==> src/rtl/tdm_demux.sv <==
// rtl/tdm_demux.sv - time-division demultiplexer: rebuilds N-channel frames from a serial word stream
module tdm_demux #(
   parameter int W = 8,
   parameter int N = 4
) (
   input  logic           clk,
   input  logic           rst_n,
   input  logic           in_valid,
   input  logic           in_sof,
   input  logic [W-1:0]   in_data,
   output logic [N*W-1:0] out_data,
   output logic           out_valid,
   output logic           out_err
);

   localparam int CW = (N > 1) ? $clog2(N) : 1;

   typedef enum logic {
      IDLE,
      COLLECT
   } state_t;

   state_t                r_state;
   logic [CW-1:0]         r_cnt;
   logic [N-1:0][W-1:0]   r_shadow;
   logic [N*W-1:0]        r_out_data;
   logic                  r_out_valid;
   logic                  r_out_err;

   logic                  w_last;
   logic [N*W-1:0]        w_frame;

   assign w_last = (r_cnt == CW'(N - 1));

   // Frame as it will look once the final word lands: shadow with the live word in the last slot
   always_comb begin
      w_frame                  = r_shadow;
      w_frame[(N-1)*W +: W]    = in_data;
   end

   // Frame-tracking FSM; slot counter, shadow buffer and all outputs are registered here
   always_ff @(posedge clk) begin
      if (!rst_n) begin
         r_state     <= IDLE;
         r_cnt       <= '0;
         r_shadow    <= '0;
         r_out_data  <= '0;
         r_out_valid <= 1'b0;
         r_out_err   <= 1'b0;
      end else begin
         r_out_valid <= 1'b0;
         r_out_err   <= 1'b0;
         if (in_valid) begin
            case (r_state)
               IDLE: begin
                  // Words before the first start-of-frame are dropped without complaint
                  if (in_sof) begin
                     r_shadow[0] <= in_data;
                     r_cnt       <= CW'(1);
                     r_state     <= COLLECT;
                  end
               end
               COLLECT: begin
                  if (in_sof) begin
                     // Short frame: abandon it and restart from this word
                     r_out_err   <= 1'b1;
                     r_shadow[0] <= in_data;
                     r_cnt       <= CW'(1);
                  end else begin
                     r_shadow[r_cnt] <= in_data;
                     if (w_last) begin
                        r_out_data  <= w_frame;
                        r_out_valid <= 1'b1;
                        r_cnt       <= '0;
                        r_state     <= IDLE;
                     end else begin
                        r_cnt <= r_cnt + CW'(1);
                     end
                  end
               end
               default: begin
                  r_state <= IDLE;
                  r_cnt   <= '0;
               end
            endcase
         end
      end
   end

   assign out_data  = r_out_data;
   assign out_valid = r_out_valid;
   assign out_err   = r_out_err;

endmodule

==> config.mk <==
export PLATFORM = sky130hd
export DESIGN_NAME = tdm_demux
export DESIGN_NICKNAME = d
export VERILOG_FILES = /design/src/rtl/tdm_demux.sv
export SDC_FILE = /design/constraint.sdc
export NUM_CORES = 1
export LEC_CHECK = 0
export CORE_MARGIN = 2
export CORE_UTILIZATION = 50
export DETAILED_ROUTE_END_ITERATION = 7
export HOLD_SLACK_MARGIN = 0.08
export PLACE_DENSITY = 0.78
export SYNTH_ARGS = -nofsm -noshare
export SYNTH_HDL_FRONTEND = slang
export SYNTH_SLANG_ARGS = --single-unit
==> constraint.sdc <==
create_clock -name clk -period 1.69 [get_ports clk]
set_input_delay 0.169 -clock clk [delete_from_list [all_inputs] [get_ports clk]]
set_output_delay 0.169 -clock clk [all_outputs]
set_load 0.05 [all_outputs]
==> results.toml <==
[status]
status = "complete, no violations"

[timing]
final_max_slew_viol_count = 0
setup-violations-final = 0
min_period_ns = 1.66
relSlewSlack = 0.661
hold_violations = 0
finalSetupTns_ns = 0
fmax_mhz = 602
worst_pin_slew_ns = 0.506
fin_ws_ns = 0.0282
fin_crit_sh = 0.983
clock_skew_ns = 0.00571
rsz0062_at_grt = "false"

[global_routing]
antenna_found_initial = 0
grt_pass1_wl_mm = 7.10
grt_pass1_vias = 1502
grt_usage = 0.186
top_usage_layer = "met2"
grt_overflow = 0
grt_use_met2 = 0.281
use_met3 = 0.0456
grt_max_degree = 65
use_met1 = 0.242

[placed_design]
dp_hpwl_mm = 2.92
portBuffers = 45
pre_cts_ws_ns = 0.142
numPlacedInstances = 323
globalplace.congestion = 0.748

[clock_tree]
cts_tree = "built"
clock-sinks = 61
cts_buffer_depth = 2
h-tree-depth = 3
clkTransAtPathRegs_ns = 0.07
post_cts_buffers = 0
holdBufCountCts = 0
clock_latency_ns = 0.33
cts-root-buf = "clkbuf_8"
cts_made_buffers = 9

[die]
start_util = 0.519
die_w_um = 71.2
core_area_mm2 = 0.00435
die_h_um = 71.2
dieArea_mm2 = 0.00507
rows = 24
io_pins = 46

[min_path]
hold_end = "out_data[30]$_SDFFE_PN0P_"
hold_path_depth = 3
hp-class = "in2reg"
min_from = "rst_n"

[worst_setup_path]
cp.depth = 1
critical_path_buf_inv_count = 1
crit_family = "buffers and inverters"
end_kind = "output port"
rrSetupSlack_ns = 0.30
cp.required_ns = 1.52
worstSetupPathType = "reg2out"
cp_slowest_cell = "clkdlybuf4s50_1"
timing.rr.start = "r_cnt[0]$_SDFFE_PN0P_"
cp_slowest_stage_delay_ns = 0.81
worstPathMaxFanout = 2
r2r-end = "r_shadow[1]$_SDFFE_PN0P_"
arrival_ns = 1.49
rr_worst_depth = 5
cp-start-kind = "flip-flop"
crit_chain = "clkdlybuf4s50_1"

[synthesis]
synth_area_per_cell_um2 = 9.41
yosysSeqAreaShare = 0.541
synth_edf_count = 0
synth_common_cells = "dfxtp_1, nand3_1, nand2_1"
syn_nets = 256
synth-seq-cells = 61
synthTopCellsByArea = "dfxtp_1, nand3_1, o21ai_1"
ys_warn_count = 0
async_flop_share = 0
synth_top_area_share = 0.541
yosysUniqueCellTypes = 22
syn-cell-area_mm2 = 0.00226
synth_top_cell_by_area = "dfxtp_1"
synthMostInstantiatedCell = "dfxtp_1"
ys.flop_type = "dfxtp_1"
syn_inst = 240

[layout]
finalNonFillerCells = 339
syn_to_final_growth_pct = 27.2
drive_gt1_frac = 0.0941
n_antenna_cell = 0
nets = 298

[detailed_routing]
wl_per_cell_um = 13.2
drtIter0Drc = 108
vias_per_cell = 5.22
firstDrtPassIters = 4
postRouteWirelength_mm = 4.48
vias = 1771
drt.antenna.violating_nets = 0
drc = 0

[pwr]
p_total_mw = 2.74
leakagePower_nw = 1.13
p_per_area_mw_per_mm2 = 954
peakVddDrop_v = 0.000855

[job]
drv_cap = 0
sequential cells by signal (all words and copies together) (netlist names):
signal,count
out_data,32
r_shadow,24
r_cnt,2
out_err,1
out_valid,1
r_state,1
cell usage in the layout, fill, tap and decap left out, drive strengths merged, types with 4 or more instances in the layout:
cell type / instances
buf: 8
mux2i: 8
dfxtp: 61
clkbuf: 12
nand3: 48
ha: 4
o21ai: 49
nand2: 36
clkdlybuf4s50: 39
stage by stage:
stage                     hold slack (ns)   util  area (µm²)
after detailed placement            0.437  0.617        2690
after global routing                0.300  0.660        2870
final                               0.288  0.660        2870
after global placement              0.436  0.617        2690
after CTS                           0.279  0.658        2870
after floorplan                     0.283      -        2260
power by group:
group / internal [mW] / total (mW) / switching (mW) / leakage [nW]
clock network: 0.604 / 1.14 / 0.532 / 0.0921
registers: 1.45 / 1.47 / 0.0111 / 0.493
logic: 0.0564 / 0.138 / 0.0813 / 0.544
total: 2.12 / 2.74 / 0.625 / 1.13
logic make-up (layout without fill, tap and decap cells):
family	after synthesis	count (layout)	synth area share
buffers and inverters	21	68	0.0648
AO/OA/AOI/OAI	54	54	0.124
multiplexers	8	8	0.0355
AND/OR/NAND/NOR	92	92	0.213
flip-flops	61	61	0.541
adder cells (fa/ha/maj)	4	4	0.0222
final cells by class:
cell class / count / area (µm²)
Fill cell: 359 / 1480
Sequential cell: 61 / 1220
Multi-Input combinational cell: 158 / 891
Timing Repair Buffer: 50 / 510
Clock buffer: 12 / 155
Tap cell: 52 / 65.1
Clock inverter: 4 / 22.5
Inverter: 2 / 7.51
per-layer routing:
layer  part of all wire  vias up
met5                  0        -
li1                   -      916
met1               0.46      796
met4              0.031        0
met3              0.051       10
met2               0.46       49
repair_timing:
item / 4_1_cts / 5_1_grt
endpoints found under the hold margin: 0 / 0
setup endpoints to repair: 0 / 3
gates resized for setup: 0 / 3
worst max path at each step:
stage                           endpoint  slack [ns]                 startpoint
2_1_floorplan   r_shadow[0]$_SDFFE_PN0P_        0.49      r_cnt[0]$_SDFFE_PN0P_
3_3_place_gp   out_data[29]$_SDFFE_PN0P_        0.19                     in_sof
3_5_place_dp    out_data[1]$_SDFFE_PN0P_        0.14                     in_sof
4_1_cts                      out_data[9]       0.002   out_data[9]$_SDFFE_PN0P_
5_1_grt                     out_data[29]       0.002  out_data[29]$_SDFFE_PN0P_
6_report                    out_data[28]        0.03  out_data[28]$_SDFFE_PN0P_
No activity file was read; power rests on OpenSTA's default activity.
